<file path="config.mk">
export PLATFORM = sky130hd
export DESIGN_NAME = frame_scan_controller
export DESIGN_NICKNAME = d
export VERILOG_FILES = /design/src/rtl/frame_ctrl_pkg.sv /design/src/rtl/pixel_tick_sync.sv /design/src/rtl/frame_scan_controller.sv
export SDC_FILE = /design/constraint.sdc
export NUM_CORES = 1
export LEC_CHECK = 0
export CAP_MARGIN = 20
export CORE_MARGIN = 10
export CORE_UTILIZATION = 35
export CTS_CLUSTER_SIZE = 10
export DETAILED_ROUTE_END_ITERATION = 6
export PLACE_DENSITY_LB_ADDON = 0.05
export SLEW_MARGIN = 20
export SYNTH_ARGS = -nofsm -noshare
export SYNTH_HDL_FRONTEND = slang
export SYNTH_SLANG_ARGS = --single-unit
</file>
<file path="constraint.sdc">
create_clock -name clk -period 3 [get_ports clk]
set_input_delay 0.6 -clock clk [delete_from_list [all_inputs] [get_ports clk]]
set_output_delay 0.6 -clock clk [all_outputs]
set_load 0.01 [all_outputs]
</file>
<file path="src/rtl/frame_ctrl_pkg.sv">
`timescale 1ns/1ps
// Shared state type and default raster timing for the frame scan controller.
package frame_ctrl_pkg;

    typedef enum logic [1:0] {
        IDLE  = 2'd0,
        CLEAR = 2'd1,
        RUN   = 2'd2,
        DONE  = 2'd3
    } state_t;

    localparam int DEF_H_ACTIVE = 640;
    localparam int DEF_H_BLANK  = 160;
    localparam int DEF_V_ACTIVE = 480;
    localparam int DEF_V_BLANK  = 45;
    localparam int DEF_POS_W    = 10;

    localparam int DEF_H_TOTAL  = DEF_H_ACTIVE + DEF_H_BLANK;
    localparam int DEF_V_TOTAL  = DEF_V_ACTIVE + DEF_V_BLANK;

endpackage

</file>
<file path="src/rtl/pixel_tick_sync.sv">
`timescale 1ns/1ps
// Brings the asynchronous pixel clock level into the clk domain and emits
// a single-cycle tick for every rising edge.
module pixel_tick_sync (
    input  logic clk,
    input  logic rst,
    input  logic pixel_clk,
    output logic pix_tick
);

    logic r_sync1;
    logic r_sync2;
    logic r_prev;

    // NOTE: clocked state uses non-blocking assignments so each flop samples
    // the value its neighbour held before the edge, forming a true shift chain.
    always_ff @(posedge clk or posedge rst) begin
        if (rst) begin
            r_sync1 <= 1'b0;
            r_sync2 <= 1'b0;
            r_prev  <= 1'b0;
        end else begin
            r_sync1 <= pixel_clk;
            r_sync2 <= r_sync1;
            r_prev  <= r_sync2;
        end
    end

    assign pix_tick = r_sync2 & ~r_prev;

endmodule

</file>
<file path="src/rtl/frame_scan_controller.sv">
`timescale 1ns/1ps
// Raster sequencer: walks col/row on synchronized pixel ticks, drives the pixel
// counter's enable/clear and produces sync, blank and frame status.
module frame_scan_controller
    import frame_ctrl_pkg::*;
#(
    parameter int H_ACTIVE = DEF_H_ACTIVE,
    parameter int H_BLANK  = DEF_H_BLANK,
    parameter int V_ACTIVE = DEF_V_ACTIVE,
    parameter int V_BLANK  = DEF_V_BLANK,
    parameter int POS_W    = DEF_POS_W
) (
    input  logic             clk,
    input  logic             rst,
    input  logic             pixel_clk,
    input  logic             start,
    input  logic             stop,
    input  logic             continuous,
    output logic             cnt_enable,
    output logic             cnt_s_rst,
    output logic [POS_W-1:0] col,
    output logic [POS_W-1:0] row,
    output logic             active_video,
    output logic             hsync,
    output logic             vsync,
    output logic             frame_done,
    output logic             busy,
    output logic [15:0]      frame_count
);

    localparam int H_TOTAL = H_ACTIVE + H_BLANK;
    localparam int V_TOTAL = V_ACTIVE + V_BLANK;

    localparam logic [POS_W-1:0] H_ACT_P = POS_W'(H_ACTIVE);
    localparam logic [POS_W-1:0] V_ACT_P = POS_W'(V_ACTIVE);
    localparam logic [POS_W-1:0] H_LAST  = POS_W'(H_TOTAL - 1);
    localparam logic [POS_W-1:0] V_LAST  = POS_W'(V_TOTAL - 1);

    state_t           r_state, w_state_next;
    logic [POS_W-1:0] r_col, w_col_next;
    logic [POS_W-1:0] r_row, w_row_next;
    logic             r_stop_pending, w_stop_pending_next;
    logic [15:0]      r_frame_count, w_frame_count_next;
    logic             w_pix_tick;
    logic             w_in_run;
    logic             w_active;

    pixel_tick_sync u_tick_sync (
        .clk       (clk),
        .rst       (rst),
        .pixel_clk (pixel_clk),
        .pix_tick  (w_pix_tick)
    );

    always_ff @(posedge clk or posedge rst) begin
        if (rst) begin
            r_state        <= IDLE;
            r_col          <= '0;
            r_row          <= '0;
            r_stop_pending <= 1'b0;
            r_frame_count  <= '0;
        end else begin
            r_state        <= w_state_next;
            r_col          <= w_col_next;
            r_row          <= w_row_next;
            r_stop_pending <= w_stop_pending_next;
            r_frame_count  <= w_frame_count_next;
        end
    end

    assign w_in_run = (r_state == RUN);
    assign w_active = w_in_run && (r_col < H_ACT_P) && (r_row < V_ACT_P);

    // NOTE: every signal driven here gets a default first, so no path through
    // the case statement leaves one unassigned and infers a latch.
    always_comb begin
        w_state_next        = r_state;
        w_col_next          = r_col;
        w_row_next          = r_row;
        w_stop_pending_next = r_stop_pending;
        w_frame_count_next  = r_frame_count;
        cnt_enable          = 1'b0;
        cnt_s_rst           = 1'b0;
        frame_done          = 1'b0;

        case (r_state)
            IDLE: begin
                if (start && !stop) w_state_next = CLEAR;
            end
            CLEAR: begin
                cnt_s_rst           = 1'b1;
                w_col_next          = '0;
                w_row_next          = '0;
                w_stop_pending_next = stop;
                w_state_next        = RUN;
            end
            RUN: begin
                if (stop) w_stop_pending_next = 1'b1;
                if (w_pix_tick) begin
                    // Enable reflects the pixel being left, not the one entered.
                    cnt_enable = w_active;
                    if (r_col == H_LAST) begin
                        if (r_row == V_LAST) begin
                            w_state_next = DONE;
                        end else begin
                            w_col_next = '0;
                            w_row_next = r_row + POS_W'(1);
                        end
                    end else begin
                        w_col_next = r_col + POS_W'(1);
                    end
                end
            end
            DONE: begin
                frame_done         = 1'b1;
                w_frame_count_next = r_frame_count + 16'd1;
                w_col_next         = '0;
                w_row_next         = '0;
                if (stop) w_stop_pending_next = 1'b1;
                // A stop landing in this very cycle still prevents the restart.
                if (continuous && !(r_stop_pending || stop)) w_state_next = CLEAR;
                else                                         w_state_next = IDLE;
            end
            default: w_state_next = IDLE;
        endcase
    end

    assign col          = r_col;
    assign row          = r_row;
    assign active_video = w_active;
    assign hsync        = w_in_run && (r_col >= H_ACT_P);
    assign vsync        = w_in_run && (r_row >= V_ACT_P);
    assign busy         = (r_state != IDLE);
    assign frame_count  = r_frame_count;

endmodule
</file>
==> Implementation_results.wiki <==
{| class="wikitable"
! Metric !! Value
|-
| Net count after synthesis || 263
|-
| Area of the core region || 0.00687 sq mm
|-
| CP required || 2.40 ns
|-
| Total wire length || 6420 um
|-
| Synthesis Warnings || 0
|-
| Width of the chip || 104 um
|-
| Wire per inst || 16.4 um
|-
| Type of the tightest min-delay check || flop to flop
|-
| CTS tree || yes
|-
| Post-Syn Instances || 247
|-
| Total of endpoints with negative setup slack in the final report || 0
|-
| Count of state elements after synthesis || 42
|-
| Antenna violations before repair || 0
|-
| Final worst-path setup slack || 0.234 ns
|-
| Worst Hold End || u_tick_sync.r_sync2
|-
| Number of flops mapped to enable cells by yosys || 0
|-
| Mean instance size in the synthesized netlist || 10.1 sq um
|-
| GR Overflow Total || 0
|-
| Run status || complete, no violations
|-
| Hold path depth || 0
|-
| Maximum level of the CTS H-tree || 2
|-
| Max transition margin || 60.0%
|-
| Weighted congestion reported at the end of routability-driven placement || 0.749
|-
| # diodes || 0
|-
| Max frequency || 0.362 GHz
|-
| Worst Min Path Start || u_tick_sync.r_sync1
|-
| Worst R2R Setup Slack || 0.75 ns
|-
| Cts bufs inserted || 5
|-
| Number of maximum-capacitance violations || 0
|-
| Number of nets with antenna violations after routing || 0
|-
| Number of placed I/O pins || 49
|-
| Final hold violation count || 0
|-
| Count of fill cells added during filler insertion || 648
|-
| Cell Area, Synth || 0.00249 sq mm
|-
| Clock tree sinks || 42
|-
| Data arrival, critical path || 2.17 ns
|-
| Clock transition at the registers of the reported paths || 0.09 ns
|-
| Vias/cell || 5.30
|-
| WS Path Type || flop to primary output
|-
| Maximum vdd ir drop || 221 uV
|-
| Total global-route track usage || 11.7%
|-
| Sequential element share of the synthesized area || 42.2%
|-
| Count of unique library cells instantiated by Yosys || 53
|-
| Number of design rule violations left after detail routing || 0
|-
| Post-layout min period || 2.77 ns
|-
| Overall power after layout || 0.00218 W
|-
| Power Density || 694 mW/mm^2
|-
| Setup repair after global routing missed its margin || no
|-
| Row count || 30
|-
| Largest net degree at the start of global routing || 43
|-
| Origin of the critical flop-to-flop path || col[1]
|-
| Share of flip-flops with an asynchronous set or reset after synthesis || 100%
|-
| Number of iterations in the first detailed-routing pass || 4
|-
| Worst setup SP type || flop
|-
| Critical Path Sink Type || primary output
|-
| Number of gates given a new drive strength after cts || 0
|-
| Post-CTS Setup Bufs || 0
|-
| Crit Reg-Reg Endpoint || row[9]
|-
| Dominant synthesized flop cell || sky130_fd_sc_hd__dfrtp_1
|-
| Layout cells sized above 1 || 8.47%
|-
| Total of buffers placed on input and output ports || 48
|-
| NumNets Final || 310
|-
| Wire length of the first global-routing pass || 10600 um
|-
| Slew at the pin closest to its max-slew limit || 0.595 ns
|-
| Post-DP HPWL || 4670 um
|-
| Via count of the first global-routing pass || 1932
|-
| Post-Place Setup Slack || 0.587 ns
|-
| Number of DRC markers after the initial detailed-route iteration || 103
|-
| CTS Hold Bufs || 0
|-
| Area of the die || 0.0109 sq mm
|-
| Vias || 2072
|-
| Starting density of the core || 36.2%
|-
| Largest fanout on the critical path || 13
|-
| Final-report max-slew violation count || 0
|-
| Worst reg-to-reg path cell count || 5
|-
| Clock buffer depth || 2
|-
| CTS root buf || sky130_fd_sc_hd__clkbuf_8
|-
| Relative area change from synthesis to final layout || 25.9%
|-
| Period Utilization, post-route || 92.2%
|-
| Vertical die dimension || 104 um
|-
| Skew final || 0.0112 ns
|-
| Pleak || 1.34 nW
|-
| Clock network latency to the later pin of the worst-skew pair || 0.30 ns
|-
| Total Neg Setup Slack || 0 ns
|}
## cells by family after synthesis
family                     Yosys count  synth area share, %
muxes                                5                 2.36
AOI/OAI and AO/OA                   48                 15.3
xor gates and xnor gates            15                 5.28
and+or+nand+nor                    102                 24.5
adders and majority gates           10                 5.03
DFF                                 42                 42.2
buffers and inverters               25                 5.28
## final cells by class
type / count / area (sq um) / share of cell area, %
clock buffer: 5 / 68.8 / 2.20
clock inverter: 3 / 25.0 / 0.798
inverter: 12 / 45.0 / 1.44
multi-input combinational: 180 / 1310 / 41.7
sequential: 42 / 1050 / 33.5
tap: 96 / 120 / 3.83
timing repair buffer: 53 / 518 / 16.5
## critical path, cell delays in order (launching register included)
cell and delay [ns]:
sky130_fd_sc_hd__dfrtp_1 0.45, sky130_fd_sc_hd__inv_1 0.21, sky130_fd_sc_hd__ha_1 0.23, sky130_fd_sc_hd__buf_4 0.21, sky130_fd_sc_hd__inv_1 0.11, sky130_fd_sc_hd__nor2_1 0.11
sky130_fd_sc_hd__clkdlybuf4s50_1 0.55
## worst max path at each step
| stage | depth (start not counted) | startpoint | to |
|---|---|---|---|
| after floorplan | 7 | col[0] | col[8] |
| after CTS | 6 | r_state[0] | vsync |
| after global placement | 6 | r_state[0] | hsync |
| after detailed placement | 6 | r_state[0] | vsync |
| after global routing | 6 | r_state[0] | vsync |
| final | 6 | r_state[0] | vsync |
## cells in the mapped netlist, drive strengths merged (2+ instances only)
library cell | n | area (sq um)
o211ai | 5 | 37.5
and3 | 12 | 80.1
a21oi | 6 | 30.0
nand3 | 18 | 90.1
o21a | 2 | 16.3
a221o | 6 | 60.1
xor2 | 6 | 52.6
nor4b | 3 | 26.3
or4 | 2 | 15.0
dfrtp | 42 | 1050
buf | 10 | 75.1
nor4 | 4 | 40.0
o311ai | 2 | 17.5
ha | 10 | 125
a31oi | 6 | 37.5
o311a | 4 | 40.0
xnor2 | 9 | 78.8
nor3 | 9 | 50.1
mux2 | 4 | 48.8
o21ai | 3 | 15.0
inv | 12 | 45.0
a211o | 5 | 43.8
o211a | 2 | 20.0
nand2b | 2 | 12.5
nand4 | 9 | 71.3
clkbuf | 3 | 11.3
nand2 | 13 | 48.8
or3 | 4 | 30.0
nor2 | 17 | 63.8
and4 | 3 | 26.3
## power by group
part	switching [W]	internal (W)
Clock	0.000222	0.000168
Combinational	0.000538	0.000453
Sequential	0.000131	0.000662
## sequential cells by signal, indices dropped and copies added (netlist names)
| signal | cells |
|---|---|
| r_state | 2 |
| col | 10 |
| row | 10 |
| u_tick_sync.r_sync1 | 1 |
| frame_count | 16 |
| r_stop_pending | 1 |
| u_tick_sync.r_sync2 | 1 |
| u_tick_sync.r_prev | 1 |
## metrics by stage
step	instance area, sq um	hold slack [ns]	util, %	std cells
after floorplan	2490	0.331	-	247
after global placement	3040	0.332	44.3	383
after detailed placement	3040	0.336	44.3	383
after CTS	3130	0.356	45.6	391
after global routing	3130	0.376	45.6	391
final	3130	0.351	45.6	391
## placed cells by master (no fill, tap or decap), types with 4 or more instances in the layout
cell type / instances
sky130_fd_sc_hd__clkbuf_8: 5
sky130_fd_sc_hd__clkdlybuf4s50_1: 48
sky130_fd_sc_hd__dfrtp_1: 42
sky130_fd_sc_hd__o311a_1: 4
sky130_fd_sc_hd__xor2_1: 6
sky130_fd_sc_hd__nor2_1: 17
sky130_fd_sc_hd__buf_4: 5
sky130_fd_sc_hd__nand3_1: 18
sky130_fd_sc_hd__a211o_1: 5
sky130_fd_sc_hd__inv_1: 12
sky130_fd_sc_hd__a31oi_1: 6
sky130_fd_sc_hd__nand2_1: 13
sky130_fd_sc_hd__and3_1: 11
sky130_fd_sc_hd__nand4_1: 8
sky130_fd_sc_hd__xnor2_1: 9
sky130_fd_sc_hd__ha_1: 10
sky130_fd_sc_hd__o211ai_1: 5
sky130_fd_sc_hd__nor3_1: 8
sky130_fd_sc_hd__a21oi_1: 6
sky130_fd_sc_hd__a221o_1: 6
## per-layer routing
| layer | global-route usage (%) | up-vias | share of wire (%) |
|---|---|---|---|
| met2 | 16.4 | 46 | 43 |
| met3 | 4.09 | 7 | 5.6 |
| met5 | 0 | - | 0 |
| li1 | - | 1020 | - |
| met4 | 2.68 | 0 | 0.83 |
| met1 | 16.7 | 999 | 51 |
Note: power is estimated with default switching activity, not from simulation.
==> RTL edit (config.mk and constraints unchanged) <==
Make the reset (`rst`) synchronous in 2 clocked blocks. Comments in the files are not updated.
--- a/src/rtl/pixel_tick_sync.sv
+++ b/src/rtl/pixel_tick_sync.sv
@@ -15,5 +15,5 @@
     // NOTE: clocked state uses non-blocking assignments so each flop samples
     // the value its neighbour held before the edge, forming a true shift chain.
-    always_ff @(posedge clk or posedge rst) begin
+    always_ff @(posedge clk) begin
         if (rst) begin
             r_sync1 <= 1'b0;
--- a/src/rtl/frame_scan_controller.sv
+++ b/src/rtl/frame_scan_controller.sv
@@ -53,5 +53,5 @@
     );
 
-    always_ff @(posedge clk or posedge rst) begin
+    always_ff @(posedge clk) begin
         if (rst) begin
             r_state        <= IDLE;
Behaviour: differs if rst is asserted again (counterexample within 4 cycles, from zero or initial values and one cycle with rst high); with rst held inactive, the same outputs for 10 cycles.
==> RTL edit against the original RTL <==
- cell area shrank 9.0%
- worst setup slack gained 0.13 ns
- highest routed layer unchanged
- sequential cell count is the same
- area after synthesis shrank 13%
- routed wire length shrank 8.2%
- non-clock buffer count grew 1
Power is not compared: it rests on default switching activity, and its combinational part moved more than twofold at a synthesized area within 25%.
==> RTL edit: results (changes against the original RTL) <==
stage,metric,value,unit,change
cells_and_area,share of cells above drive strength 1,0.05329,,-0.03145
routing,DR vias,2080,,+0.39%
worst_setup_path,CP max FO,6,,-7
place,placed insts,386,,+0.78%
global_route,largest net degree at the start of global routing,24,,-44%
logic_synthesis,Mapped Nets,280,,+6.5%
logic_synthesis,Unique masters post-synth,39,,-26%
clock_network,root buffer cell,clkbuf_8,,
logic_synthesis,top post-synthesis cells by count,"dfxtp_1 (42), o21ai_0 (27), nor2_1 (23)",,
logic_synthesis,XOR/XNOR Fraction of Synth Area,0.04844,,-0.004347
logic_synthesis,syn avg cell area,8.218,µm²,-18%
routing,Starting DRT DRC Count,86,,-17%
global_route,first-pass GRT wire length,9901,µm,-6.7%
outcome,outcome,"finished, final reports clean",,
cells_and_area,# fillers,616,,-4.9%
routing,Post-Route WL,5894,µm,-8.2%
clock_network,post-cts repair resize count,0,,unchanged
cells_and_area,max FFs per register,16,,unchanged
clock_network,worst skew pair latency,0.30,ns,about the same
logic_synthesis,Synth Area in Adders,0.05767,,+0.007394
global_route,total global-route track usage,0.1203,,+0.002794
routing,Via density,5.279,,-0.38%
place,placed wire-length estimate,4437,µm,-5.0%
power,Worst VDD drop,0.3105,mV,
logic_synthesis,Synth area leaders,"dfxtp_1 (39%), o21ai_0 (6.2%), ha_1 (5.8%)",,
logic_synthesis,"Async S/R FF share, synth",0,,-1.000
worst_setup_path,r2r setup slk,0.68,ns,-0.07 ns
timing,Hold WS,0.4526,ns,+0.1017 ns
timing,Relative slew margins,0.4659,,-0.1337
worst_setup_path,reg2reg end,col[8],,
logic_synthesis,Synth Area in Compound Gates,0.1592,,+0.006329
global_route,vias in the first global route,2010,,+4.0%
worst_setup_path,critical path data arrival time,2.04,ns,-0.13 ns
worst_setup_path,reg2reg start,r_state[0],,
place,GPL Wtd Cong,0.8292,,+11%
place,Area after DPL,2761,µm²,-9.2%
worst_hold_path,hold path endpoint,u_tick_sync.r_sync2,,
worst_hold_path,hold depth,1,,+1
cells_and_area,"most common cell after layout, fill and taps aside",clkdlybuf4s50_1,,
logic_synthesis,"Seq/Total Area, Yosys",0.3875,,-0.03478
worst_hold_path,hold wc startpoint,u_tick_sync.r_sync1,,
cells_and_area,NumNets Final,334,,+7.7%
logic_synthesis,mux contribution to synthesized area,0.004614,,-0.01902
timing,Clock Skew,0.01029,ns,-0.0009596 ns
[RTL edit: cell types whose count changed after synthesis, sizes merged, moves of 5 or more]
| cell | change |
|---|---|
| dfrtp | -42 |
| dfxtp | +42 |
| o21ai | +24 |
| a21oi | +8 |
| inv | +8 |
| a221o | -6 |
| and3 | -6 |
| nand3 | -6 |
| nor2 | +6 |
| a211o | -5 |
| buf | -5 |
| nand4 | +5 |
| o211ai | -5 |
[RTL edit: how the worst max path moves through the flow]
stage | slack (ns) | depth (start not counted) | endpoint | startpoint
floorplan | 0.97 | 7 | col[5] | row[0]
global placement | 0.61 | 5 | col[1] | rst
detailed placement | 0.59 | 5 | col[7] | rst
CTS | 0.32 | 6 | cnt_enable | row[6]
global route | 0.17 | 6 | cnt_enable | row[5]
finish | 0.36 | 6 | cnt_enable | row[6]
[RTL edit: final cells by class]
cell class	count	area share
well taps	75	0.03289
clock buffers	7	0.03026
repair buffers	54	0.1842
flip-flops and latches	42	0.2947
clock inverters	1	0.001754
inverters	20	0.02632
multi-input cells	195	0.4298
[RTL edit: report_power, final]
part / internal [mW] / switching, mW
combinational: 0.195 / 0.289
clock: 0.186 / 0.199
sequential: 0.590 / 0.0401
[RTL edit: per-stage QoR]
step                      utilization  setup WS (ns)
after detailed placement       0.4637         0.5919
final                          0.4790         0.3605
after CTS                      0.4790         0.3197
after global routing           0.4790         0.1706
after floorplan                     -         0.9658
after global placement         0.4637         0.6065
[RTL edit: layer usage]
| metal | track usage | vias to the layer above | part of all wire |
|---|---|---|---|
| met5 | 0 | - | 0 |
| met4 | 0.04190 | 0 | 0.016 |
| met3 | 0.04330 | 8 | 0.061 |
| met2 | 0.1876 | 37 | 0.45 |
| met1 | 0.1492 | 965 | 0.48 |
| li1 | - | 1070 | - |
[RTL edit: cell families after synthesis]
kind of cell	Yosys count
AO/OA/AOI/OAI	59
XOR/XNOR	12
adder cells (fa/ha/maj)	10
buffers and inverters	27
flip-flops	42
multiplexers	1
AND/OR/NAND/NOR	113
[RTL edit: critical path, cell delays in order (launching register included)]
cell	delay (ns)
dfxtp_1	0.36
and2_1	0.20
and3_1	0.22
nor2_1	0.16
nand3_1	0.12
nor2_1	0.13
clkdlybuf4s50_1	0.55
